--- config.mk ---
export PLATFORM = sky130hd
export DESIGN_NAME = ifu_fetch_queue_flat
export DESIGN_NICKNAME = d
export VERILOG_FILES = /design/src/rtl/ifu_pkg.sv /design/src/rtl/ifu_fetch_queue_if.sv /design/src/rtl/fetch_fifo.sv /design/src/rtl/ifu_fetch_queue.sv /design/src/flat_wrapper.sv
export SDC_FILE = /design/constraint.sdc
export NUM_CORES = 1
export LEC_CHECK = 0
export BUFFER_PORTS_ARGS = -buffer_cell sky130_fd_sc_hd__buf_2
export CORE_ASPECT_RATIO = 1.4
export CORE_MARGIN = 2
export CORE_UTILIZATION = 55
export CTS_BUF_LIST = sky130_fd_sc_hd__clkbuf_16
export DETAILED_ROUTE_END_ITERATION = 7
export PLACE_DENSITY = 0.75
export SYNTH_ARGS = -nofsm -noshare
export SYNTH_HDL_FRONTEND = slang
export SYNTH_SLANG_ARGS = --single-unit
--- constraint.sdc ---
create_clock -name clock -period 5.45 [get_ports clock]
set_input_delay 0 -clock clock [delete_from_list [all_inputs] [get_ports clock]]
set_output_delay 0 -clock clock [all_outputs]
set_load 0.02 [all_outputs]
--- src/rtl/ifu_pkg.sv ---
// Shared types and decode helpers for the decoupled instruction-fetch unit.
package ifu_pkg;

  typedef enum logic {
    ST_REQ,
    ST_MISS
  } state_t;

  localparam logic [4:0] OP_BRANCH = 5'b11000;
  localparam logic [4:0] OP_JAL    = 5'b11011;

  typedef struct packed {
    logic [31:0] pc;
    logic [31:0] inst;
    logic [31:0] pnpc;
  } fetch_entry_t;

  function automatic logic [31:0] imm_b(input logic [31:0] inst);
    return {{20{inst[31]}}, inst[7], inst[30:25], inst[11:8], 1'b0};
  endfunction

  function automatic logic [31:0] imm_j(input logic [31:0] inst);
    return {{12{inst[31]}}, inst[19:12], inst[20], inst[30:21], 1'b0};
  endfunction

endpackage

--- src/rtl/ifu_fetch_queue_if.sv ---
// Redirect, I-cache lookup and decode handshake bundle of the fetch unit.
interface ifu_fetch_queue_if #(
  parameter int unsigned DEPTH = 4
);
  localparam int unsigned CW = $clog2(DEPTH + 1);

  logic          flush;
  logic [31:0]   dnpc;
  logic          fencei;
  logic          cache_fencei;
  logic [31:0]   cache_addr;
  logic          cache_req;
  logic          cache_hit;
  logic [31:0]   cache_inst;
  logic          out_valid;
  logic          out_ready;
  logic [31:0]   out_pc;
  logic [31:0]   out_inst;
  logic [31:0]   out_pnpc;
  logic [CW-1:0] occupancy;

  modport master (
    input  flush, dnpc, fencei, cache_hit, cache_inst, out_ready,
    output cache_fencei, cache_addr, cache_req, out_valid, out_pc, out_inst, out_pnpc, occupancy
  );

  modport slave (
    output flush, dnpc, fencei, cache_hit, cache_inst, out_ready,
    input  cache_fencei, cache_addr, cache_req, out_valid, out_pc, out_inst, out_pnpc, occupancy
  );

endinterface

--- src/rtl/fetch_fifo.sv ---
// Generic synchronous FIFO with registered storage; DEPTH must be a power of 2.
module fetch_fifo #(
  parameter int unsigned DEPTH = 4,
  parameter type         T     = logic [31:0],
  localparam int unsigned AW   = (DEPTH > 1) ? $clog2(DEPTH) : 1,
  localparam int unsigned CW   = $clog2(DEPTH + 1)
) (
  input  logic          clock,
  input  logic          reset,
  input  logic          clear,
  input  logic          push,
  input  logic          pop,
  input  T              wdata,
  output logic          full,
  output logic          empty,
  output logic [CW-1:0] count,
  output T              head
);

  T              mem [DEPTH];
  logic [AW-1:0] wptr;
  logic [AW-1:0] rptr;
  logic          do_push_c;
  logic          do_pop_c;

  assign full      = (count == CW'(DEPTH));
  assign empty     = (count == '0);
  assign head      = mem[rptr];
  assign do_push_c = push & ~full & ~clear;
  assign do_pop_c  = pop & ~empty & ~clear;

  always_ff @(posedge clock) begin
    if (reset || clear) begin
      wptr  <= '0;
      rptr  <= '0;
      count <= '0;
    end else begin
      if (do_push_c) wptr <= wptr + AW'(1);
      if (do_pop_c)  rptr <= rptr + AW'(1);
      count <= count + CW'(do_push_c) - CW'(do_pop_c);
    end
  end

  // Payload storage carries no reset; only pointers define validity.
  always_ff @(posedge clock) begin
    if (do_push_c) mem[wptr] <= wdata;
  end

endmodule

--- src/rtl/ifu_fetch_queue.sv ---
// Run-ahead fetch stage: static branch prediction, I-cache lookup/miss handling,
// redirect/fence.i handling and a fetch queue toward decode.
module ifu_fetch_queue
  import ifu_pkg::*;
#(
  parameter int unsigned DEPTH    = 4,
  parameter logic [31:0] RESET_PC = 32'h8000_0000,
  parameter bit          BP_EN    = 1'b1
) (
  input logic               clock,
  input logic               reset,
  ifu_fetch_queue_if.master bus
);

  localparam int unsigned CW = $clog2(DEPTH + 1);

  state_t        state;
  logic [31:0]   fpc;
  logic [31:0]   dnpc_r;
  logic          pend;

  logic [31:0]   pnpc_c;
  logic          req_c;
  logic          hit_c;
  logic          push_c;
  logic          pop_c;
  logic          valid_c;
  logic          full_c;
  logic          empty_c;
  logic [CW-1:0] count_c;
  fetch_entry_t  entry_c;
  fetch_entry_t  head_c;

  // Static prediction: backward conditional branches and JAL taken.
  always_comb begin
    pnpc_c = fpc + 32'd4;
    if (BP_EN) begin
      if (bus.cache_inst[6:2] == OP_BRANCH && bus.cache_inst[31]) begin
        pnpc_c = fpc + imm_b(bus.cache_inst);
      end else if (bus.cache_inst[6:2] == OP_JAL) begin
        pnpc_c = fpc + imm_j(bus.cache_inst);
      end
    end
  end

  // A miss keeps requesting the same address; a full queue never issues, even on a pop.
  always_comb begin
    req_c = 1'b0;
    if (!reset && !bus.fencei) begin
      if (state == ST_MISS) req_c = 1'b1;
      else                  req_c = ~full_c & ~bus.flush;
    end
  end

  assign hit_c   = req_c & bus.cache_hit;
  assign push_c  = hit_c & ((state == ST_REQ) | (~pend & ~bus.flush));
  assign valid_c = ~reset & ~empty_c & ~bus.flush & ~pend;
  assign pop_c   = valid_c & bus.out_ready;
  assign entry_c = '{pc: fpc, inst: bus.cache_inst, pnpc: pnpc_c};

  always_ff @(posedge clock) begin
    if (reset) begin
      state  <= ST_REQ;
      fpc    <= RESET_PC;
      pend   <= 1'b0;
      dnpc_r <= '0;
    end else begin
      case (state)
        ST_REQ: begin
          if (bus.flush)  fpc   <= bus.dnpc;
          else if (hit_c) fpc   <= pnpc_c;
          else if (req_c) state <= ST_MISS;
        end
        ST_MISS: begin
          // Redirects during a refill are parked; the latest one wins when the refill lands.
          if (hit_c) begin
            state <= ST_REQ;
            pend  <= 1'b0;
            if (bus.flush)  fpc <= bus.dnpc;
            else if (pend)  fpc <= dnpc_r;
            else            fpc <= pnpc_c;
          end else if (bus.flush) begin
            pend   <= 1'b1;
            dnpc_r <= bus.dnpc;
          end
        end
        default: state <= ST_REQ;
      endcase
    end
  end

  fetch_fifo #(
    .DEPTH (DEPTH),
    .T     (fetch_entry_t)
  ) u_fifo (
    .clock (clock),
    .reset (reset),
    .clear (bus.flush),
    .push  (push_c),
    .pop   (pop_c),
    .wdata (entry_c),
    .full  (full_c),
    .empty (empty_c),
    .count (count_c),
    .head  (head_c)
  );

  assign bus.cache_fencei = bus.fencei & ~reset;
  assign bus.cache_addr   = reset ? RESET_PC : fpc;
  assign bus.cache_req    = req_c;
  assign bus.out_valid    = valid_c;
  assign bus.out_pc       = reset ? '0 : head_c.pc;
  assign bus.out_inst     = reset ? '0 : head_c.inst;
  assign bus.out_pnpc     = reset ? '0 : head_c.pnpc;
  assign bus.occupancy    = reset ? '0 : count_c;

`ifndef SYNTHESIS
  logic [31:0] perf_ifu_hold;
  logic [31:0] perf_ifu_wait;
  logic [31:0] perf_ifu_inst;

  always_ff @(posedge clock) begin
    if (reset) begin
      perf_ifu_hold <= '0;
      perf_ifu_wait <= '0;
      perf_ifu_inst <= '0;
    end else begin
      if (count_c != '0)     perf_ifu_hold <= perf_ifu_hold + 32'd1;
      if (state == ST_MISS)  perf_ifu_wait <= perf_ifu_wait + 32'd1;
      if (pop_c)             perf_ifu_inst <= perf_ifu_inst + 32'd1;
    end
  end
`endif

endmodule

--- src/flat_wrapper.sv ---
// flat-port wrapper written by rule: the top's interface ports become plain ports
module ifu_fetch_queue_flat import ifu_pkg::*;
#(
  parameter int unsigned DEPTH    = 4,
  parameter logic [31:0] RESET_PC = 32'h8000_0000,
  parameter bit          BP_EN    = 1'b1
)
  (clock, reset, bus_flush, bus_dnpc, bus_fencei, bus_cache_hit, bus_cache_inst, bus_out_ready, bus_cache_fencei, bus_cache_addr, bus_cache_req, bus_out_valid, bus_out_pc, bus_out_inst, bus_out_pnpc, bus_occupancy);
  ifu_fetch_queue_if #(.DEPTH(DEPTH)) bus_i ();
  input logic clock;
  input logic reset;
  input wire logic [$bits(bus_i.flush)-1:0] bus_flush;
  input wire logic [$bits(bus_i.dnpc)-1:0] bus_dnpc;
  input wire logic [$bits(bus_i.fencei)-1:0] bus_fencei;
  input wire logic [$bits(bus_i.cache_hit)-1:0] bus_cache_hit;
  input wire logic [$bits(bus_i.cache_inst)-1:0] bus_cache_inst;
  input wire logic [$bits(bus_i.out_ready)-1:0] bus_out_ready;
  output wire logic [$bits(bus_i.cache_fencei)-1:0] bus_cache_fencei;
  output wire logic [$bits(bus_i.cache_addr)-1:0] bus_cache_addr;
  output wire logic [$bits(bus_i.cache_req)-1:0] bus_cache_req;
  output wire logic [$bits(bus_i.out_valid)-1:0] bus_out_valid;
  output wire logic [$bits(bus_i.out_pc)-1:0] bus_out_pc;
  output wire logic [$bits(bus_i.out_inst)-1:0] bus_out_inst;
  output wire logic [$bits(bus_i.out_pnpc)-1:0] bus_out_pnpc;
  output wire logic [$bits(bus_i.occupancy)-1:0] bus_occupancy;
  assign bus_i.flush = bus_flush;
  assign bus_i.dnpc = bus_dnpc;
  assign bus_i.fencei = bus_fencei;
  assign bus_i.cache_hit = bus_cache_hit;
  assign bus_i.cache_inst = bus_cache_inst;
  assign bus_i.out_ready = bus_out_ready;
  assign bus_cache_fencei = bus_i.cache_fencei;
  assign bus_cache_addr = bus_i.cache_addr;
  assign bus_cache_req = bus_i.cache_req;
  assign bus_out_valid = bus_i.out_valid;
  assign bus_out_pc = bus_i.out_pc;
  assign bus_out_inst = bus_i.out_inst;
  assign bus_out_pnpc = bus_i.out_pnpc;
  assign bus_occupancy = bus_i.occupancy;
  ifu_fetch_queue #(.DEPTH(DEPTH), .RESET_PC(RESET_PC), .BP_EN(BP_EN)) u_core (.clock(clock), .reset(reset), .bus(bus_i));
endmodule
==> results of run 1 <==
## cell type report
cell class,instances,area (µm²)
flip-flops and latches,455,12920
fillers,2869,13670
repair buffers,302,2032
well taps,528,660.6
inverters,23,86.33
clock inverters,37,315.3
clock buffers,45,1126
multi-input cells,1104,8680
## layer usage
metal	vias up	GRT usage	wire [µm]
met2	743	0.4885	29400
met5	-	0	0
met1	7645	0.3557	22780
li1	6945	-	-
met4	0	0.1133	2198
met3	143	0.03186	3992
## cell usage in the layout, fill, tap and decap left out, types with 62 or more instances in the layout
master / count
mux4_2: 95
edfxtp_1: 380
nand2_1: 174
o21ai_0: 62
a21oi_1: 108
and2_1: 103
nor2_1: 71
dfxtp_1: 73
buf_2: 202
dlygate4sd3_1: 83
## how the worst max path moves through the flow
stage                     slack (ns)                  startpoint                            endpoint  cells after the start
after CTS                       1.90  u_core.fpc[2]$_SDFFE_PP0P_  u_core.u_fifo.mem[2][21]$_DFFE_PP_                     10
after floorplan                 1.23     u_core.state$_SDFF_PP0_  u_core.u_fifo.mem[0][10]$_DFFE_PP_                      7
after global routing            1.66  u_core.fpc[2]$_SDFFE_PP0P_  u_core.u_fifo.mem[0][21]$_DFFE_PP_                     10
final                           1.82  u_core.fpc[1]$_SDFFE_PP0P_  u_core.u_fifo.mem[2][21]$_DFFE_PP_                     11
after global placement          1.88                   bus_flush  u_core.u_fifo.mem[1][75]$_DFFE_PP_                      8
after detailed placement        1.79                   bus_flush  u_core.u_fifo.mem[1][79]$_DFFE_PP_                      8
## power by group
group | switching [mW] | leakage, nW | internal (mW) | total (mW)
logic | 0.521 | 4.44 | 0.307 | 0.828
clock network | 1.30 | 0.730 | 1.75 | 3.05
registers | 0.0791 | 4.07 | 3.82 | 3.90
## critical path, cell delays in order (launching register included)
cell and delay [ns]:
dfxtp_1 0.54, ha_1 0.27, inv_1 0.07, fa_1 0.40, and2b_1 0.24, o211ai_1 0.11
a311o_1 0.47, o211ai_2 0.28, a21oi_1 0.15, a211oi_1 0.22, a21oi_1 0.12, a21oi_1 0.48
## metrics by stage
step / hold WS (ns) / util / worst slack, ns / area (µm²)
3_3_place_gp: 0.2143 / 0.5963 / 1.875 / 23550
3_5_place_dp: 0.2277 / 0.5963 / 1.789 / 23550
6_report: 0.03863 / 0.6538 / 1.825 / 25820
5_1_grt: 0.04387 / 0.6538 / 1.661 / 25820
4_1_cts: 0.003871 / 0.6538 / 1.898 / 25820
2_1_floorplan: 0.09739 / - / 1.227 / 22130
## sequential cells by signal, summed over array words and instances (netlist names), named ones only
name,cells
u_core.u_fifo.mem,380
u_core.dnpc_r,32
u_core.fpc,32
u_core.u_fifo.count,3
u_core.u_fifo.rptr,2
u_core.u_fifo.wptr,2
u_core.pend,1
u_core.state,1
## kinds of logic (layout without fill, tap and decap cells)
group,Yosys count,count (layout),share of synthesized area
AND/OR/NAND/NOR,533,533,0.1230
flip-flops,455,455,0.5834
AO/OA/AOI/OAI,358,358,0.1136
buffers and inverters,131,407,0.02550
multiplexers,111,111,0.1041
adder cells (fa/ha/maj),53,53,0.03098
XOR/XNOR,49,49,0.01939
==> results.md, run 1 <==
- CTS Buf Count: 44
- Cell Count Post-Placement: between 2k and 2.5k
- Final Hold Fails: 0
- Synth top area share: 0.5156
- Dominant cell type by area after synthesis: edfxtp_1
- Slew Viols, Final: 0
- Synthesized cell area: approximately 22,000 µm²
- Layout Skew: approximately 0.025 ns
- Final Power: between 7 and 8 mW
- DP Wirelength: approximately 37,000 µm
- Reg-to-reg startpoint: u_core.fpc[1]$_SDFFE_PP0P_
- Hold_sp: bus_cache_inst[31]
- Initial antenna violation count: 0
- Final GP Congestion: just over 0.9
- Final setup vio count: 0
- Drt total wl: around 58,000 µm
- GRT Total Usage: 0.2782
- Setup repair after global routing missed its margin: no
- R2R Setup Slk: 1.82 ns
- Reg clk slew, reported paths: approximately 0.06 ns
- Worst R2R Path Depth: 11
- Core Area: 39,490 µm²
- DR WL/cell: about 23 µm
- Outcome: finished clean
- Top-count cell post-synth: edfxtp_1
- Die Area: 41,880 µm²
- CP endpoint kind: register
- Top-Level Pins: just over 200
- PD cells: ~300 nW/µm²
- Commonest cells post-synth: edfxtp_1, nand2_1, a21oi_1
- Post-synth EDFFs: 380
- Largest net degree at the start of global routing: about 100
- Yosys warnings: 0
- Avg Cell Area, Syn: between 10 and 15 µm²
- Drc violations: 0
- Non-Filler Instances: 2,494
- Worst Hold Path Cells: 1
- Seq cells post-synth: about 460
- Final worst path period share: 0.6652
- MaxCap Viol Count: 0
- Vias after detailed routing: approximately 15k
- Post-CTS setup buffers: 0
- Die Span X: about 170 µm
- Critical path arrival: 3.91 ns
- Post-Syn Nets: 1,813
- Top_reg_cell synth: edfxtp_1
- ANT nets after route: 0
- CTS-repair resized insts: 0
- Layout area overhead: 16.67%
- Cells after Synth: between 1.5k and 2k
- Vert. Die Dim: 241.4 µm
- Maximum fanout along the worst path: 9
- Hold WC Path Type: in -> reg
- Clock Sink Count: 455
- Initial core utilization: 0.5604
- Hold_buf cts: 83
- Clock Latency Late Sink: around 0.56 ns
- H-tree depth: 2
- Drt via density: approximately 6.2
- Min Tclk post-route: between 3 and 4 ns
- Fmax: 275.9 MHz
- 1st-iter DRT viols: 1,255
- Peak VDD IR: about 0.26 mV
- Kind of critical path: reg -> reg
- Diode count: 0
- Aggregate global routing overflow: 0
- CTS tree: yes
- Clock buffer depth: 3
- Layout cells sized above 1: 0.2248
- Final #Nets: roughly 2.1k
- Row cnt: 86
- Tightest Pin Transition: roughly 1.2 ns
- Setup tns final: 0 ns
- Vias in the first global route: about 16k
- Synth cell types: 97
- Hold Path Sink: u_core.u_fifo.mem[3][63]$_DFFE_PP_
- Main area contributors after synthesis: edfxtp_1, mux4_2, dfxtp_1, and2_1, nand2_1
- Async S/R FF share, synth: 0
- Iteration count of the initial detailed-routing pass: 5
- First-pass GRT wire length: 89,350 µm
- CP Launch Type: register
- Root buf cell: clkbuf_16
- Reg-to-reg endpoint: u_core.u_fifo.mem[2][21]$_DFFE_PP_
- Sequential share of the synthesized area: 0.5834
- CP Data Required Time: around 5.7 ns
- Max-slew headroom: 0.2149
- Port Buffers: between 200 and 250
- Leakage: approximately 9.2 nW
(Power assumes the default switching activity.)
==> inputs of run 2 (changes only) <==
Settings changed: CORE_UTILIZATION 55 to 54, PLACE_DENSITY 0.75 to 0.76.
Clock period 5.45 ns to 3.1 ns, I/O delays scaled along.
==> results.md, run 2 (synthesis gave the netlist of run 1 again) <==
- Clock Sink Count: 455 (unchanged)
- Commonest non-fill, non-tap cell in the layout: edfxtp_1 (unchanged)
- Tightest Pin Transition: 0.8998 ns (was 1.178 ns)
- ANT nets after route: 0 (unchanged)
- Cell Count Post-Placement: 2,488 (was 2,329)
- FILL cells: 2,886 (was 2,869)
- Die Span X: 175.1 µm (was 173.5 µm)
- GRT Total Usage: 0.2906 (was 0.2782)
- Port Buffers: 203 (unchanged)
- Max reg flops: 380 (unchanged)
- Final Power: 13.86 mW (was 7.769 mW)
- Clock Latency Late Sink: 0.56 ns (about the same)
- Reg clk slew, reported paths: 0.06 ns (about the same)
- Aggregate global routing overflow: 0 (unchanged)
- Initial core utilization: 0.5480 (was 0.5604)
- Largest net degree at the start of global routing: 57 (was 99)
- R2R Setup Slk: 0.04 ns (was 1.82 ns)
- Final #Nets: 2,196 (was 2,053)
- Final Hold Fails: 0 (unchanged)
- Worst Hold Path Cells: 2 (was 1)
- CP Launch Type: register (unchanged)
- Core Area: 40,390 µm² (was 39,490 µm²)
- CP cell instances: ha_4 > inv_2 > fa_2 > and2b_1 > o211ai_1 > a311o_1 > o211ai_2 > a41oi_2 > mux2i_1 > a2111oi_4 > buf_4 (was ha_1 > inv_1 > fa_1 > and2b_1 > o211ai_1 > a311o_1 > o211ai_2 > a21oi_1 > a211oi_1 > a21oi_1 > a21oi_1)
- DP Wirelength: 43,250 µm (was 37,270 µm)
- Layout area overhead: 22.17% (was 16.67%)
- Comb power frac: 0.127 (was 0.107)
- Final worst path period share: 0.9874 (was 0.6652)
- Vias in the first global route: 16.22k (was 15.68k)
- 1st-iter DRT viols: 1,370 (was 1,255)
- Pint: 10.46 mW (was 5.873 mW)
- Non-Filler Instances: 2,640 (was 2,494)
- Setup repair after global routing missed its margin: yes (was no)
- Reg-to-reg startpoint: u_core.fpc[1]$_SDFFE_PP0P_ (unchanged)
- Hold_sp: bus_cache_inst[1] (was bus_cache_inst[31])
- Worst R2R Path Depth: 11 (unchanged)
- Top-Level Pins: 204 (unchanged)
- CTS Buf Count: 43 (was 44)
- Hold Path Sink: u_core.u_fifo.mem[2][33]$_DFFE_PP_ (was u_core.u_fifo.mem[3][63]$_DFFE_PP_)
- Sequential Power Share: 0.487 (was 0.501)
- Final worst slack: 0.03916 ns (was 1.825 ns)
- Fmax: 326.7 MHz (was 275.9 MHz)
- Biggest register: u_core.u_fifo.mem (unchanged)
- H-tree depth: 2 (unchanged)
- Drc violations: 0 (unchanged)
- Drt total wl: 62,580 µm (was 58,360 µm)
- CTS tree: yes (unchanged)
- Slew Viols, Final: 0 (unchanged)
- Most frequent cells in the layout: edfxtp_1, buf_2, nand2_1 (unchanged)
- DR WL/cell: 23.70 µm (was 23.40 µm)
- Vias after detailed routing: 16.13k (was 15.48k)
- Clock buffer depth: 3 (unchanged)
- Sw Share: 0.2454 (was 0.2441)
- Initial antenna violation count: 0 (unchanged)
- Maximum fanout along the worst path: 4 (was 9)
- Leakage: 9.964 nW (was 9.247 nW)
- Layout Skew: 0.01494 ns (was 0.02505 ns)
- Critical path arrival: 3.48 ns (was 3.91 ns)
- Slowest stage delay, CP: 0.42 ns (was 0.54 ns)
- Cell family with most CP delay: compound AO/OA/AOI/OAI gates (unchanged)
- CP endpoint kind: register (unchanged)
- Max-slew headroom: 0.3938 (was 0.2149)
- Hold WC Path Type: in -> reg (unchanged)
- Reg-to-reg endpoint: u_core.u_fifo.mem[3][23]$_DFFE_PP_ (was u_core.u_fifo.mem[2][21]$_DFFE_PP_)
- Vert. Die Dim: 243.5 µm (was 241.4 µm)
- Slowest-stage cell, CP: a311o_1 (was dfxtp_1)
- Final GP Congestion: 0.9413 (was 0.9288)
- MaxCap Viol Count: 0 (unchanged)
- Iteration count of the initial detailed-routing pass: 5 (unchanged)
- Pre-CTS WS: -0.1765 ns (was 1.789 ns)
- Diode count: 0 (unchanged)
- Clock Power Share: 0.386 (was 0.392)
- Net Switching: 3.402 mW (was 1.896 mW)
- PD cells: 512.7 nW/µm² (was 300.9 nW/µm²)
- CP bufs+invs: 2 (was 1)
- Outcome: finished clean (unchanged)
- Min Tclk post-route: 3.061 ns (was 3.625 ns)
- Root buf cell: clkbuf_16 (unchanged)
- Die Area: 42,640 µm² (was 41,880 µm²)
- Peak VDD IR: 0.3796 mV (was 0.2646 mV)
- Top flop regs: u_core.u_fifo.mem x380, u_core.dnpc_r x32, u_core.fpc x32 (unchanged)
- First-pass GRT wire length: 94,320 µm (was 89,350 µm)
- Kind of critical path: reg -> reg (unchanged)
- Drt via density: 6.108 (was 6.205)
- Row cnt: 87 (was 86)
- CP Data Required Time: 3.52 ns (was 5.74 ns)
- Layout cells sized above 1: 0.2944 (was 0.2248)
- Final setup vio count: 0 (unchanged)
## run 2: how the worst max path moves through the flow
stage | startpoint | endpoint | slack [ns] | depth (start not counted)
3_3_place_gp | u_core.fpc[1]$_SDFFE_PP0P_ | u_core.fpc[9]$_SDFFE_PP0P_ | -0.14 | 12
4_1_cts | u_core.fpc[1]$_SDFFE_PP0P_ | u_core.u_fifo.mem[0][25]$_DFFE_PP_ | 0.0002 | 13
2_1_floorplan | u_core.state$_SDFF_PP0_ | u_core.u_fifo.mem[0][10]$_DFFE_PP_ | -0.08 | 7
3_5_place_dp | u_core.fpc[1]$_SDFFE_PP0P_ | u_core.fpc[9]$_SDFFE_PP0P_ | -0.18 | 12
6_report | u_core.fpc[1]$_SDFFE_PP0P_ | u_core.u_fifo.mem[3][23]$_DFFE_PP_ | 0.04 | 11
5_1_grt | u_core.fpc[1]$_SDFFE_PP0P_ | u_core.fpc[27]$_SDFFE_PP0P_ | -0.04 | 12
## run 2: worst register-to-register path, delay by kind of cell, from the launching register on
family,cells,cell delay (ns)
compound gates,5,1.42
fa+ha+maj,2,0.47
flops,1,0.36
buf+inv,2,0.24
simple gates,1,0.22
mux,1,0.20
## run 2: repair_timing
action	4_1_cts	5_1_grt
endpoints found under the setup margin	23	59
hold buffers	70	0
pin swaps	4	10
buffers inserted	1	3
endpoints found under the hold margin	196	0
resized for setup	7	19
## run 2: area by class of cell
class	count	area [µm²]	area share
flip-flops and latches	455	12920	0.4780
clock inverters	33	307.8	0.01138
multi-input cells	1104	8793	0.3252
well taps	534	668.1	0.02471
inverters	23	86.33	0.003193
repair buffers	446	3133	0.1159
clock buffers	45	1126	0.04165
## run 2: per-stage QoR
step	hold WS, ns	instance area (µm²)	TNS (ns)	utilization
detailed placement	0.2252	24750	-0.9856	0.6129
floorplan	0.09739	22140	-29.52	-
global route	0.2169	27040	-0.4047	0.6695
global placement	0.2138	24750	-0.1385	0.6129
finish	0.2037	27040	0	0.6695
CTS	0.1920	26930	0	0.6668
## run 2: power by group through the flow
stage	logic (mW)	clock network [mW]	registers, mW
after detailed placement	1.62	0	6.89
after global routing	1.89	5.63	6.76
after floorplan	0.945	0	6.91
final	1.76	5.35	6.76
after global placement	1.60	0	6.88
after CTS	1.71	5.41	6.75
## run 2: routing by layer
| layer | vias to the layer above | track usage | routed length (µm) |
|---|---|---|---|
| met5 | - | 0 | 0 |
| met3 | 147 | 0.04385 | 4180 |
| met4 | 0 | 0.1252 | 2644 |
| li1 | 7220 | - | - |
| met2 | 717 | 0.4905 | 30950 |
| met1 | 8041 | 0.3750 | 24810 |
==> inputs of run 3 (changes only) <==
Settings changed: CORE_UTILIZATION 54 to 40, PLACE_DENSITY 0.76 to unset.
==> results.md, run 3 (synthesis gave the netlist of run 1 again) <==
- Hold WC Path Type: in -> reg (unchanged)
- Fmax: 322.4 MHz (was 326.7 MHz)
- CP bufs+invs: 2 (unchanged)
- Pre-CTS WS: -0.1615 ns (was -0.1765 ns)
- DR WL/cell: 23.20 µm (was 23.70 µm)
- Clock Latency Late Sink: 0.57 ns (was 0.56 ns)
- CP cell instances: buf_4 > ha_1 > a21o_1 > nand4_1 > nand2_1 > a311oi_2 > a31o_2 > a2111oi_2 > mux2_1 > a21oi_2 > buf_4 (was ha_4 > inv_2 > fa_2 > and2b_1 > o211ai_1 > a311o_1 > o211ai_2 > a41oi_2 > mux2i_1 > a2111oi_4 > buf_4)
- Commonest non-fill, non-tap cell in the layout: edfxtp_1 (unchanged)
- Aggregate global routing overflow: 0 (unchanged)
- ANT nets after route: 0 (unchanged)
- Slowest stage delay, CP: 0.42 ns (about the same)
- Top-Level Pins: 204 (unchanged)
- Root buf cell: clkbuf_16 (unchanged)
- CTS tree: yes (unchanged)
- Reg-to-reg endpoint: u_core.u_fifo.mem[0][24]$_DFFE_PP_ (was u_core.u_fifo.mem[3][23]$_DFFE_PP_)
- FILL cells: 4,851 (was 2,886)
- Setup crit start: u_core.fpc[2]$_SDFFE_PP0P_ (was u_core.fpc[1]$_SDFFE_PP0P_)
- Critical path arrival: 3.53 ns (was 3.48 ns)
- Max-slew headroom: 0.4595 (was 0.3938)
- PD cells: 498.0 nW/µm² (was 512.7 nW/µm²)
- Layout cells sized above 1: 0.2941 (was 0.2944)
- Layout Skew: 0.01553 ns (was 0.01494 ns)
- Slowest-stage cell, CP: mux2_1 (was a311o_1)
- Drt total wl: 66,110 µm (was 62,580 µm)
- Most frequent cells in the layout: edfxtp_1, buf_2, nand2_1 (unchanged)
- End of the critical path: u_core.u_fifo.mem[0][24]$_DFFE_PP_ (was u_core.u_fifo.mem[3][23]$_DFFE_PP_)
- Final setup vio count: 4 (was 0)
- CP Data Required Time: 3.53 ns (was 3.52 ns)
- GRT Total Usage: 0.2301 (was 0.2906)
- Final GP Congestion: 0.9182 (was 0.9413)
- Clock Sink Count: 455 (unchanged)
- R2R Setup Slk: -0.001 ns (was 0.04 ns)
- Vert. Die Dim: 282.3 µm (was 243.5 µm)
- Diode count: 0 (unchanged)
- WP depth: 11 (unchanged)
- Initial antenna violation count: 0 (unchanged)
- Max reg flops: 380 (unchanged)
- Core Area: 55,010 µm² (was 40,390 µm²)
- Failing checks: setup timing
- Slew Viols, Final: 0 (unchanged)
- Min Tclk post-route: 3.101 ns (was 3.061 ns)
- Reg clk slew, reported paths: 0.06 ns (about the same)
- Final worst path period share: 1.000 (was 0.9874)
- Top flop regs: u_core.u_fifo.mem x380, u_core.dnpc_r x32, u_core.fpc x32 (unchanged)
- Final worst slack: -0.001384 ns (was 0.03916 ns)
- CP endpoint kind: register (unchanged)
- Iteration count of the initial detailed-routing pass: 6 (was 5)
- Final Hold Fails: 0 (unchanged)
- Vias in the first global route: 16.24k (was 16.22k)
- Tightest Pin Transition: 0.8108 ns (was 0.8998 ns)
- CTS Buf Count: 44 (was 43)
- Peak VDD IR: 0.4736 mV (was 0.3796 mV)
- Outcome: complete, but fails checks (was finished clean)
- Drt via density: 5.536 (was 6.108)
- Reg-to-reg startpoint: u_core.fpc[2]$_SDFFE_PP0P_ (was u_core.fpc[1]$_SDFFE_PP0P_)
- Crit-path most repeated cell: buf_4
- Biggest register: u_core.u_fifo.mem (unchanged)
- First-pass GRT wire length: 99,060 µm (was 94,320 µm)
- Final #Nets: 2,211 (was 2,196)
- Layout Utilization: 0.4992 (was 0.6695)
- CP Launch Type: register (unchanged)
- DP Wirelength: 46,430 µm (was 43,250 µm)
- Kind of critical path: reg -> reg (unchanged)
- Initial core utilization: 0.4023 (was 0.5480)
- Row cnt: 102 (was 87)
- Placement Cell Area: 25,120 µm² (was 24,750 µm²)
- Die Span X: 202.8 µm (was 175.1 µm)
- Final instance area: 27,460 µm² (was 27,040 µm²)
- Drc violations: 0 (unchanged)
- 1st-iter DRT viols: 1,153 (was 1,370)
- Clock buffer depth: 3 (unchanged)
- Setup repair after global routing missed its margin: yes (unchanged)
- Leakage: 10.06 nW (was 9.964 nW)
- H-tree depth: 2 (unchanged)
- Vias after detailed routing: 15.78k (was 16.13k)
- Port Buffers: 203 (unchanged)
- Final Power: 13.67 mW (was 13.86 mW)
- Layout area overhead: 24.08% (was 22.17%)
- Maximum fanout along the worst path: 12 (was 4)
- Cell family with most CP delay: compound AO/OA/AOI/OAI gates (unchanged)
- Die Area: 57,250 µm² (was 42,640 µm²)
- MaxCap Viol Count: 0 (unchanged)
- Largest net degree at the start of global routing: 69 (was 57)
- Worst R2R Path Depth: 11 (unchanged)
[run 3: worst min-delay path by stage]
stage | from | slack [ns] | cells after the start | end
after detailed placement | bus_cache_inst[0] | 0.22 | 1 | u_core.u_fifo.mem[2][32]$_DFFE_PP_
after global routing | bus_cache_inst[31] | 0.05 | 2 | u_core.u_fifo.mem[1][63]$_DFFE_PP_
after floorplan | reset | 0.1 | 1 | bus_cache_req
after CTS | bus_cache_inst[31] | 0.03 | 2 | u_core.u_fifo.mem[1][63]$_DFFE_PP_
final | bus_cache_inst[31] | 0.05 | 2 | u_core.u_fifo.mem[0][63]$_DFFE_PP_
after global placement | bus_cache_inst[1] | 0.22 | 1 | u_core.u_fifo.mem[2][33]$_DFFE_PP_
[run 3: metal layers]
layer  global-route usage  routed length [µm]  up-vias
met3              0.02811                3303      111
met5                    0                   0        -
met2               0.3932               32790      459
met1               0.3008               27670     7959
li1                     -                   -     7250
met4              0.08684                2340        0
[run 3: where the power goes]
| group | switching, mW | internal (mW) |
|---|---|---|
| registers | 0.0446 | 6.71 |
| logic | 1.11 | 0.747 |
| clock network | 2.26 | 2.80 |
[run 3: final cells by class]
| type | instances | area [µm²] | share of cell area |
|---|---|---|---|
| inverter | 23 | 86.33 | 0.003144 |
| timing repair buffer | 460 | 3364 | 0.1225 |
| multi-input combinational | 1104 | 8836 | 0.3218 |
| sequential | 455 | 12920 | 0.4706 |
| tap | 728 | 910.9 | 0.03317 |
| clock inverter | 35 | 214.0 | 0.007791 |
| clock buffer | 45 | 1126 | 0.04101 |
[run 3: stage by stage]
stage | instances | hold slack [ns] | setup TNS, ns
final | 2850 | 0.04810 | -0.003223
after global routing | 2850 | 0.04647 | -0.6297
after CTS | 2847 | 0.02526 | 0
after detailed placement | 2685 | 0.2209 | -0.7684
after global placement | 2685 | 0.2152 | -0.4992
after floorplan | 1690 | 0.09739 | -29.52
[run 3: repair_timing]
| action | in CTS | in global routing |
|---|---|---|
| pin swaps | 7 | 11 |
| gates cloned | 0 | 0 |
| hold buffers | 80 | 0 |
| hold endpoints to repair | 192 | 0 |
| gates resized for setup | 8 | 25 |
| endpoints found under the setup margin | 39 | 74 |
| buffers inserted | 2 | 3 |
[run 3: worst reg2reg max path, stage by stage, from the launching register on]
cell and delay (ns):
dfxtp_1 0.32, buf_4 0.18, ha_1 0.28, a21o_1 0.13, nand4_1 0.22, nand2_1 0.20, a311oi_2 0.14, a31o_2 0.31
a2111oi_2 0.42, mux2_1 0.42, a21oi_2 0.20, buf_4 0.15
